==> src/rtl/itcm_arb_if.sv <==
// ITCM arbiter bus: IFU fetch port, LSU data port, RAM macro port.
// slave = arbiter side, master = requesters/RAM side.
interface itcm_arb_if #(
  parameter int ADDR_W = 16,
  parameter int RAM_AW = 14,
  parameter int DW     = 32,
  parameter int MW     = 4
);
  logic              ifu_cmd_valid;
  logic              ifu_cmd_ready;
  logic [ADDR_W-1:0] ifu_cmd_addr;
  logic              ifu_rsp_valid;
  logic              ifu_rsp_ready;
  logic [DW-1:0]     ifu_rsp_rdata;

  logic              lsu_cmd_valid;
  logic              lsu_cmd_ready;
  logic              lsu_cmd_read;
  logic [ADDR_W-1:0] lsu_cmd_addr;
  logic [MW-1:0]     lsu_cmd_wmask;
  logic [DW-1:0]     lsu_cmd_wdata;
  logic              lsu_rsp_valid;
  logic              lsu_rsp_ready;
  logic [DW-1:0]     lsu_rsp_rdata;

  logic              ram_cs;
  logic              ram_we;
  logic [RAM_AW-1:0] ram_addr;
  logic [MW-1:0]     ram_wem;
  logic [DW-1:0]     ram_din;
  logic [DW-1:0]     ram_dout;

  modport slave (
    input  ifu_cmd_valid,
    input  ifu_cmd_addr,
    input  ifu_rsp_ready,
    output ifu_cmd_ready,
    output ifu_rsp_valid,
    output ifu_rsp_rdata,
    input  lsu_cmd_valid,
    input  lsu_cmd_read,
    input  lsu_cmd_addr,
    input  lsu_cmd_wmask,
    input  lsu_cmd_wdata,
    input  lsu_rsp_ready,
    output lsu_cmd_ready,
    output lsu_rsp_valid,
    output lsu_rsp_rdata,
    output ram_cs,
    output ram_we,
    output ram_addr,
    output ram_wem,
    output ram_din,
    input  ram_dout
  );

  modport master (
    output ifu_cmd_valid,
    output ifu_cmd_addr,
    output ifu_rsp_ready,
    input  ifu_cmd_ready,
    input  ifu_rsp_valid,
    input  ifu_rsp_rdata,
    output lsu_cmd_valid,
    output lsu_cmd_read,
    output lsu_cmd_addr,
    output lsu_cmd_wmask,
    output lsu_cmd_wdata,
    output lsu_rsp_ready,
    input  lsu_cmd_ready,
    input  lsu_rsp_valid,
    input  lsu_rsp_rdata,
    input  ram_cs,
    input  ram_we,
    input  ram_addr,
    input  ram_wem,
    input  ram_din,
    output ram_dout
  );
endinterface

==> src/rtl/itcm_arb.sv <==
// ITCM single-port RAM arbiter: IFU + LSU, one access/cycle, one outstanding.
// ITCM_ARB_RR_EN: round-robin on conflicts; undefined: LSU fixed priority.
module itcm_arb #(
  parameter int ADDR_W = 16,
  parameter int RAM_AW = 14,
  parameter int DW     = 32,
  parameter int MW     = 4
) (
  input logic       clk,
  input logic       rst,
  itcm_arb_if.slave bus
);

  typedef enum logic {
    S_IDLE = 1'b0,
    S_RSP  = 1'b1
  } state_t;

  localparam logic SRC_IFU = 1'b0;
  localparam logic SRC_LSU = 1'b1;

  state_t        state_q, state_d;
  logic          src_q, src_d;
  logic          rd_q, rd_d;
  logic          first_q, first_d;
  logic [DW-1:0] hold_q, hold_d;

  logic          gnt_ifu, gnt_lsu;
  logic          own_rdy;
  logic          rsp_hs;
  logic          can_issue;
  logic          lsu_wins;
  logic          conflict;
  logic [DW-1:0] rsp_data;
  logic          in_rsp;
  logic          unused_lsb;

  assign unused_lsb = ^{bus.ifu_cmd_addr[1:0],
                        bus.lsu_cmd_addr[1:0]};

`ifdef ITCM_ARB_RR_EN
  logic ptr_q, ptr_d;

  // Round-robin pointer: port that wins the next conflict
  always_ff @(posedge clk) begin
    if (rst) ptr_q <= SRC_IFU;
    else     ptr_q <= ptr_d;
  end

  assign lsu_wins = (ptr_q == SRC_LSU);
`else
  assign lsu_wins = 1'b1;
`endif

  assign in_rsp   = (state_q == S_RSP);
  assign own_rdy  = src_q ? bus.lsu_rsp_ready
                          : bus.ifu_rsp_ready;
  assign rsp_hs   = in_rsp & own_rdy;
  assign can_issue = ~rst & (~in_rsp | rsp_hs);
  assign conflict = bus.ifu_cmd_valid
                  & bus.lsu_cmd_valid;

  // First response cycle shows live RAM data, later ones the hold reg
  assign rsp_data = first_q ? (rd_q ? bus.ram_dout : '0)
                            : hold_q;

  // State register and response bookkeeping
  always_ff @(posedge clk) begin
    if (rst) begin
      state_q <= S_IDLE;
      src_q   <= SRC_IFU;
      rd_q    <= 1'b0;
      first_q <= 1'b0;
      hold_q  <= '0;
    end else begin
      state_q <= state_d;
      src_q   <= src_d;
      rd_q    <= rd_d;
      first_q <= first_d;
      hold_q  <= hold_d;
    end
  end

  // Grant selection and next-state logic
  always_comb begin
    state_d = state_q;
    src_d   = src_q;
    rd_d    = rd_q;
    first_d = 1'b0;
    hold_d  = hold_q;
    gnt_ifu = 1'b0;
    gnt_lsu = 1'b0;
`ifdef ITCM_ARB_RR_EN
    ptr_d   = ptr_q;
`endif

    if (can_issue) begin
      unique case (1'b1)
        conflict: begin
          gnt_lsu = lsu_wins;
          gnt_ifu = ~lsu_wins;
`ifdef ITCM_ARB_RR_EN
          ptr_d = lsu_wins ? SRC_IFU : SRC_LSU;
`endif
        end
        bus.ifu_cmd_valid & ~bus.lsu_cmd_valid:
          gnt_ifu = 1'b1;
        bus.lsu_cmd_valid & ~bus.ifu_cmd_valid:
          gnt_lsu = 1'b1;
        default: ;
      endcase
    end

    if (in_rsp & first_q & ~rsp_hs)
      hold_d = rsp_data;

    if (gnt_ifu | gnt_lsu) begin
      state_d = S_RSP;
      src_d   = gnt_lsu ? SRC_LSU : SRC_IFU;
      rd_d    = gnt_ifu | bus.lsu_cmd_read;
      first_d = 1'b1;
    end else if (rsp_hs) begin
      state_d = S_IDLE;
    end
  end

  assign bus.ifu_cmd_ready = gnt_ifu;
  assign bus.lsu_cmd_ready = gnt_lsu;

  assign bus.ifu_rsp_valid = in_rsp & (src_q == SRC_IFU);
  assign bus.lsu_rsp_valid = in_rsp & (src_q == SRC_LSU);

  assign bus.ifu_rsp_rdata = bus.ifu_rsp_valid ? rsp_data : '0;
  assign bus.lsu_rsp_rdata = bus.lsu_rsp_valid ? rsp_data : '0;

  assign bus.ram_cs  = gnt_ifu | gnt_lsu;
  assign bus.ram_we  = gnt_lsu & ~bus.lsu_cmd_read;
  assign bus.ram_wem = bus.ram_we ? bus.lsu_cmd_wmask : '0;
  assign bus.ram_din = bus.ram_we ? bus.lsu_cmd_wdata : '0;

  assign bus.ram_addr =
      gnt_lsu ? bus.lsu_cmd_addr[ADDR_W-1:2] :
      gnt_ifu ? bus.ifu_cmd_addr[ADDR_W-1:2] :
                '0;

  a_one_rsp: assert property (
    @(posedge clk) disable iff (rst)
    !(bus.ifu_rsp_valid && bus.lsu_rsp_valid));

  a_rdy_cs: assert property (
    @(posedge clk) disable iff (rst)
    (bus.ifu_cmd_ready || bus.lsu_cmd_ready) |-> bus.ram_cs);

  a_stall: assert property (
    @(posedge clk) disable iff (rst)
    (in_rsp && !own_rdy) |-> !bus.ram_cs);

endmodule
==> src/flat_wrapper.sv <==
// flat-port wrapper written by rule: the top's interface ports become plain ports
module itcm_arb_flat 
#(
  parameter int ADDR_W = 16,
  parameter int RAM_AW = 14,
  parameter int DW     = 32,
  parameter int MW     = 4
)
  (clk, rst, bus_ifu_cmd_valid, bus_ifu_cmd_addr, bus_ifu_rsp_ready, bus_ifu_cmd_ready, bus_ifu_rsp_valid, bus_ifu_rsp_rdata, bus_lsu_cmd_valid, bus_lsu_cmd_read, bus_lsu_cmd_addr, bus_lsu_cmd_wmask, bus_lsu_cmd_wdata, bus_lsu_rsp_ready, bus_lsu_cmd_ready, bus_lsu_rsp_valid, bus_lsu_rsp_rdata, bus_ram_cs, bus_ram_we, bus_ram_addr, bus_ram_wem, bus_ram_din, bus_ram_dout);
  itcm_arb_if #(.ADDR_W(ADDR_W), .RAM_AW(RAM_AW), .DW(DW), .MW(MW)) bus_i ();
  input logic clk;
  input logic rst;
  input wire logic [$bits(bus_i.ifu_cmd_valid)-1:0] bus_ifu_cmd_valid;
  input wire logic [$bits(bus_i.ifu_cmd_addr)-1:0] bus_ifu_cmd_addr;
  input wire logic [$bits(bus_i.ifu_rsp_ready)-1:0] bus_ifu_rsp_ready;
  output wire logic [$bits(bus_i.ifu_cmd_ready)-1:0] bus_ifu_cmd_ready;
  output wire logic [$bits(bus_i.ifu_rsp_valid)-1:0] bus_ifu_rsp_valid;
  output wire logic [$bits(bus_i.ifu_rsp_rdata)-1:0] bus_ifu_rsp_rdata;
  input wire logic [$bits(bus_i.lsu_cmd_valid)-1:0] bus_lsu_cmd_valid;
  input wire logic [$bits(bus_i.lsu_cmd_read)-1:0] bus_lsu_cmd_read;
  input wire logic [$bits(bus_i.lsu_cmd_addr)-1:0] bus_lsu_cmd_addr;
  input wire logic [$bits(bus_i.lsu_cmd_wmask)-1:0] bus_lsu_cmd_wmask;
  input wire logic [$bits(bus_i.lsu_cmd_wdata)-1:0] bus_lsu_cmd_wdata;
  input wire logic [$bits(bus_i.lsu_rsp_ready)-1:0] bus_lsu_rsp_ready;
  output wire logic [$bits(bus_i.lsu_cmd_ready)-1:0] bus_lsu_cmd_ready;
  output wire logic [$bits(bus_i.lsu_rsp_valid)-1:0] bus_lsu_rsp_valid;
  output wire logic [$bits(bus_i.lsu_rsp_rdata)-1:0] bus_lsu_rsp_rdata;
  output wire logic [$bits(bus_i.ram_cs)-1:0] bus_ram_cs;
  output wire logic [$bits(bus_i.ram_we)-1:0] bus_ram_we;
  output wire logic [$bits(bus_i.ram_addr)-1:0] bus_ram_addr;
  output wire logic [$bits(bus_i.ram_wem)-1:0] bus_ram_wem;
  output wire logic [$bits(bus_i.ram_din)-1:0] bus_ram_din;
  input wire logic [$bits(bus_i.ram_dout)-1:0] bus_ram_dout;
  assign bus_i.ifu_cmd_valid = bus_ifu_cmd_valid;
  assign bus_i.ifu_cmd_addr = bus_ifu_cmd_addr;
  assign bus_i.ifu_rsp_ready = bus_ifu_rsp_ready;
  assign bus_ifu_cmd_ready = bus_i.ifu_cmd_ready;
  assign bus_ifu_rsp_valid = bus_i.ifu_rsp_valid;
  assign bus_ifu_rsp_rdata = bus_i.ifu_rsp_rdata;
  assign bus_i.lsu_cmd_valid = bus_lsu_cmd_valid;
  assign bus_i.lsu_cmd_read = bus_lsu_cmd_read;
  assign bus_i.lsu_cmd_addr = bus_lsu_cmd_addr;
  assign bus_i.lsu_cmd_wmask = bus_lsu_cmd_wmask;
  assign bus_i.lsu_cmd_wdata = bus_lsu_cmd_wdata;
  assign bus_i.lsu_rsp_ready = bus_lsu_rsp_ready;
  assign bus_lsu_cmd_ready = bus_i.lsu_cmd_ready;
  assign bus_lsu_rsp_valid = bus_i.lsu_rsp_valid;
  assign bus_lsu_rsp_rdata = bus_i.lsu_rsp_rdata;
  assign bus_ram_cs = bus_i.ram_cs;
  assign bus_ram_we = bus_i.ram_we;
  assign bus_ram_addr = bus_i.ram_addr;
  assign bus_ram_wem = bus_i.ram_wem;
  assign bus_ram_din = bus_i.ram_din;
  assign bus_i.ram_dout = bus_ram_dout;
  itcm_arb #(.ADDR_W(ADDR_W), .RAM_AW(RAM_AW), .DW(DW), .MW(MW)) u_core (.clk(clk), .rst(rst), .bus(bus_i));
endmodule
==> config.mk <==
export PLATFORM = sky130hd
export DESIGN_NAME = itcm_arb_flat
export DESIGN_NICKNAME = d
export VERILOG_FILES = /design/src/rtl/itcm_arb_if.sv /design/src/rtl/itcm_arb.sv /design/src/flat_wrapper.sv
export SDC_FILE = /design/constraint.sdc
export NUM_CORES = 1
export LEC_CHECK = 0
export CAP_MARGIN = 5
export CORE_MARGIN = 2
export CORE_UTILIZATION = 35
export DETAILED_ROUTE_END_ITERATION = 16
export PLACE_DENSITY_LB_ADDON = 0.2
export RECOVER_POWER = 100
export SLEW_MARGIN = 40
export SYNTH_ARGS = -nofsm -noshare
export SYNTH_HDL_FRONTEND = slang
export SYNTH_SLANG_ARGS = --single-unit
==> constraint.sdc <==
create_clock -name clk -period 2.5 [get_ports clk]
set_clock_uncertainty 0.05 [all_clocks]
set_input_delay 0.25 -clock clk [delete_from_list [all_inputs] [get_ports clk]]
set_output_delay 0.25 -clock clk [all_outputs]
set_load 0.01 [all_outputs]
# Word-level counts from Yosys, hierarchy flattened
# Cells that the tools add are included.
# totals
regBits,36
input_bits,107
out_inout_bits,120
wordCells,44
# op_classes
muxes,17
bitwise,20
n_reduce_logical,2
# op_table
cell,n
$mux 32,5
$mux 14,2
$and 1x1->1,10
$mux 1,9
$not 1->1,7
$mux 4,1
$or 1x1->1,3
$reduce_bool 2->1,1
$reduce_or 2->1,1

# Longest topological paths before layout
# depth
ltp_word,7
mapped_depth,6
mapped_depth_nobuf,3

# Worst setup path after synthesis
# No wires, ideal clock.
# synth_timing
path_kind,flip-flop to output port
from,reg u_core.src_q
to,out bus_ram_addr[10]
arrival_ns,1.439
required_ns,2.200
path_slack_ns,0.761
path_stages_with_launch,5
n_path_buf,1
path_cell_list,dfxtp_1 -> mux2_2 -> o21ai_2 -> clkbuf_1 -> nor2_1
# synth_via
elab_chain_len,7
word_cells_on_any_way,8
classes_between,5 x mux; 3 x bitwise
# synth_rtl
element,line,rtl
start: declaration,itcm_arb.sv:23,"logic src_q, src_d;"
start signal: assignment,itcm_arb.sv:77,src_q <= src_d;
$mux 1 (*),itcm_arb.sv:56,assign own_rdy = src_q ? bus.lsu_rsp_ready
$and 1x1->1 (*),itcm_arb.sv:58,assign rsp_hs = in_rsp & own_rdy;
$or 1x1->1 (*),itcm_arb.sv:59,assign can_issue = ~rst & (~in_rsp | rsp_hs);
$and 1x1->1 (*),itcm_arb.sv:59,
$mux 1,itcm_arb.sv:97,if (can_issue) begin
$mux 14,itcm_arb.sv:143,gnt_ifu ? bus.ifu_cmd_addr[ADDR_W-1:2] :
$mux 14 (*),itcm_arb.sv:142,gnt_lsu ? bus.lsu_cmd_addr[ADDR_W-1:2] :
end: declaration,flat_wrapper.sv:30,output wire logic [$bits(bus_i.ram_addr)-1:0] bus_ram_addr;
# Mark *: on every way between the ends. The rest lies on a longest branch, timed or not.

# Worst setup path after layout
# layout_timing
from,in rst
to,out bus_ram_addr[9]
# layout_via
elab_chain_len,5
word_cells_on_any_way,6
classes_between,4 x mux; 2 x bitwise
# layout_rtl
element,line,rtl
start: declaration,flat_wrapper.sv:12,input logic rst;
$not 1->1 (*),itcm_arb.sv:59,
$and 1x1->1 (*),itcm_arb.sv:59,
$mux 1,itcm_arb.sv:97,
$mux 14,itcm_arb.sv:143,
$mux 14 (*),itcm_arb.sv:142,
# Marks and branches as above.

==> metrics <==
largest family of logic cells by synthesized area simple AND/OR/NAND/NOR gates; first-pass GRT wire length 17530 um; Root Driver clkbuf_8; FMAX 0.4099 GHz; Die Span Y 90.58 um; CP Class primary input to output port; leakage 1.859 nW; FILL cells 600; Buffers on Ports 222; #FFs+latches synth 36; Core Rows 31; largest net degree at the start of global routing 36; Max VDD drop 0.0002632 V; vias in the first global route 3425; Post-Synth Simple-Gate Area 37.29%; adder-cell share of the synthesized area 0%; via count 3694; Core Util, Final 70.50%; commonest non-fill, non-tap cells in the layout 216 x clkdlybuf4s50_1, 81 x nor2_1, 37 x and2_1; clock buffer count from CTS 5; CTS tree done; Top-Level Pins 227; Final period util 97.59%; initial antenna violation count 0; # DRC 0; clock slew at reported path FFs 70 ps; antenna viol nets, final 0; cell taking the most area after synthesis dfxtp_1; xor-xnor portion of the synthesized cell area 0%; commonest non-fill, non-tap cell in the layout clkdlybuf4s50_1; Vias/cell 5.292; Synth cell types 21; slowest cell delay on critical path 510 ps; Synth area leaders dfxtp_1 27%, nor2_1 12%, and2_1 8.8%; Worst-Skew Late Latency 280 ps; H-tree depth 2; Synth-to-Final Area Change 94.90%; Overall Global Routing Usage 26.16%; worst hold path type register to register; post-synth top area share 27.47%; Setup crit end kind output port; Mapped Cells 398; register area share after synthesis 27.47%; areal power density over the cells 329.0 mW/mm^2; Layout Nets 705; CP max-delay cell clkdlybuf4s50_1; max_slew headroom 59.43%; Wirelength per Cell 16.16 um; Primary FF master, synth dfxtp_1; clock sink count 36; hold slack 423.7 ps; CTS max path bufs 2; CP max FO 34; Final GP Congestion 0.8344; RSZ-0062 raised after global routing false; TNS Setup 0 ps; mux contribution to synthesized area 0.9537%; share of cells above drive strength 1 5.342%; critical path's most frequent cell clkdlybuf4s50_1; Slew Viols, Final 0; max-cap violations 0; Post-synth EDFFs 0; compound-cell area share of the yosys netlist 26.61%; Routed WL 11280 um; total grt overflow 0; worst-path cell chain clkdlybuf4s50_1 > buf_4 > inv_1 > o21ai_4 > buf_12 > nor2_1 > clkdlybuf4s50_1; Syn Area/Cell 6.592 um^2; # diodes 0; drt initial violations 163; min Tclk post-route 2440 ps; Finish-stage setup viols 0; CORE AREA 0.007253 mm^2; worst path arrival time 2140 ps; DIE AREA 0.008205 mm^2; Die Width 90.58 um; post-synthesis async set-or-reset flop share 0%; Ys Warns 0; Req. time, crit path 2200 ps; Worst Setup Start Kind primary input; Initial Utilization 36.17%; TritonRoute pass-1 iters 4; worst slew pin tran 608.5 ps; Post-Syn Area 0.002624 mm^2; endpoints failing hold 0; DP HPWL 8385 um; Post-Syn Nets 505; status completed
## kinds of logic after synthesis
family	count (synthesis)
buffers and inverters	51
muxes	2
and+or+nand+nor	190
DFF	36
AOI/OAI and AO/OA	119
## critical path, delay by kind of cell
family / cells / cell delay [ps]
compound gates: 1 / 100
buf+inv: 5 / 1730
simple gates: 1 / 50
## layout make-up
type | count | area (um^2) | area share [%]
timing repair buffer | 240 | 2432 | 47.57
multi-input combinational | 311 | 1708 | 33.40
sequential | 36 | 723.2 | 14.14
tap | 99 | 123.9 | 2.422
clock buffer | 5 | 68.82 | 1.346
clock inverter | 3 | 42.54 | 0.8319
inverter | 4 | 15.01 | 0.2936
## synth_stat cells (3+ instances only)
library cell,count
a21oi_1,35
nor2b_1,35
a22oi_1,14
a31oi_1,32
and2_1,37
nand2_1,3
buf_2,8
nand4_1,32
clkbuf_1,36
o21ai_0,34
buf_1,3
inv_1,4
nor2_1,81
dfxtp_1,36
## final timing paths
| path | cells after the start | start | slack [ps] | end |
|---|---|---|---|---|
| setup / recovery | 7 | rst | 60 | bus_ram_addr[9] |
| hold / removal | 2 | u_core.hold_q[29]$_SDFFE_PP0P_ | 420 | u_core.hold_q[29]$_SDFFE_PP0P_ |
| setup reg to reg | 4 | u_core.src_q$_SDFFE_PP0P_ | 660 | u_core.hold_q[9]$_SDFFE_PP0P_ |
| hold reg to reg | 2 | u_core.hold_q[29]$_SDFFE_PP0P_ | 420 | u_core.hold_q[29]$_SDFFE_PP0P_ |
## metal layers
metal / part of all wire (%) / up-vias / wire length, um / global-route usage, %
li1: - / 1784 / - / -
met1: 41 / 1715 / 4633 / 32.00
met2: 51 / 185 / 5743 / 47.51
met3: 6.8 / 10 / 767 / 4.508
met4: 1.2 / 0 / 134 / 6.026
met5: 0 / - / 0 / 0
## repair_timing
action / CTS / global route
resized for setup: 1 / 7
buffers inserted: 0 / 1
pin swaps: 0 / 2
hold buffers: 0 / 0
setup endpoints to repair: 16 / 26
hold endpoints to repair: 0 / 0
## per-stage QoR
| stage | area (um^2) | total power, W | setup slack, ps | cells |
|---|---|---|---|---|
| floorplan | 2624 | 0.0008379 | 760.7 | 398 |
| global placement | 4972 | 0.001167 | 58.32 | 689 |
| detailed placement | 4975 | 0.001177 | -6.969 | 689 |
| CTS | 5094 | 0.001688 | 37.10 | 697 |
| global route | 5114 | 0.001761 | 1.276 | 698 |
| finish | 5114 | 0.001682 | 60.36 | 698 |
## state kept, by name, summed over array words and instances (netlist names)
register,flops
u_core.hold_q,32
u_core.first_q,1
u_core.in_rsp,1
u_core.rd_q,1
u_core.src_q,1
## power breakdown
group	internal [W]	switching, W	total, W
registers	0.000585	0.0000252	0.000610
logic	0.000301	0.000260	0.000562
clock network	0.000295	0.000216	0.000511
Note: power is estimated with default switching activity, not from simulation.
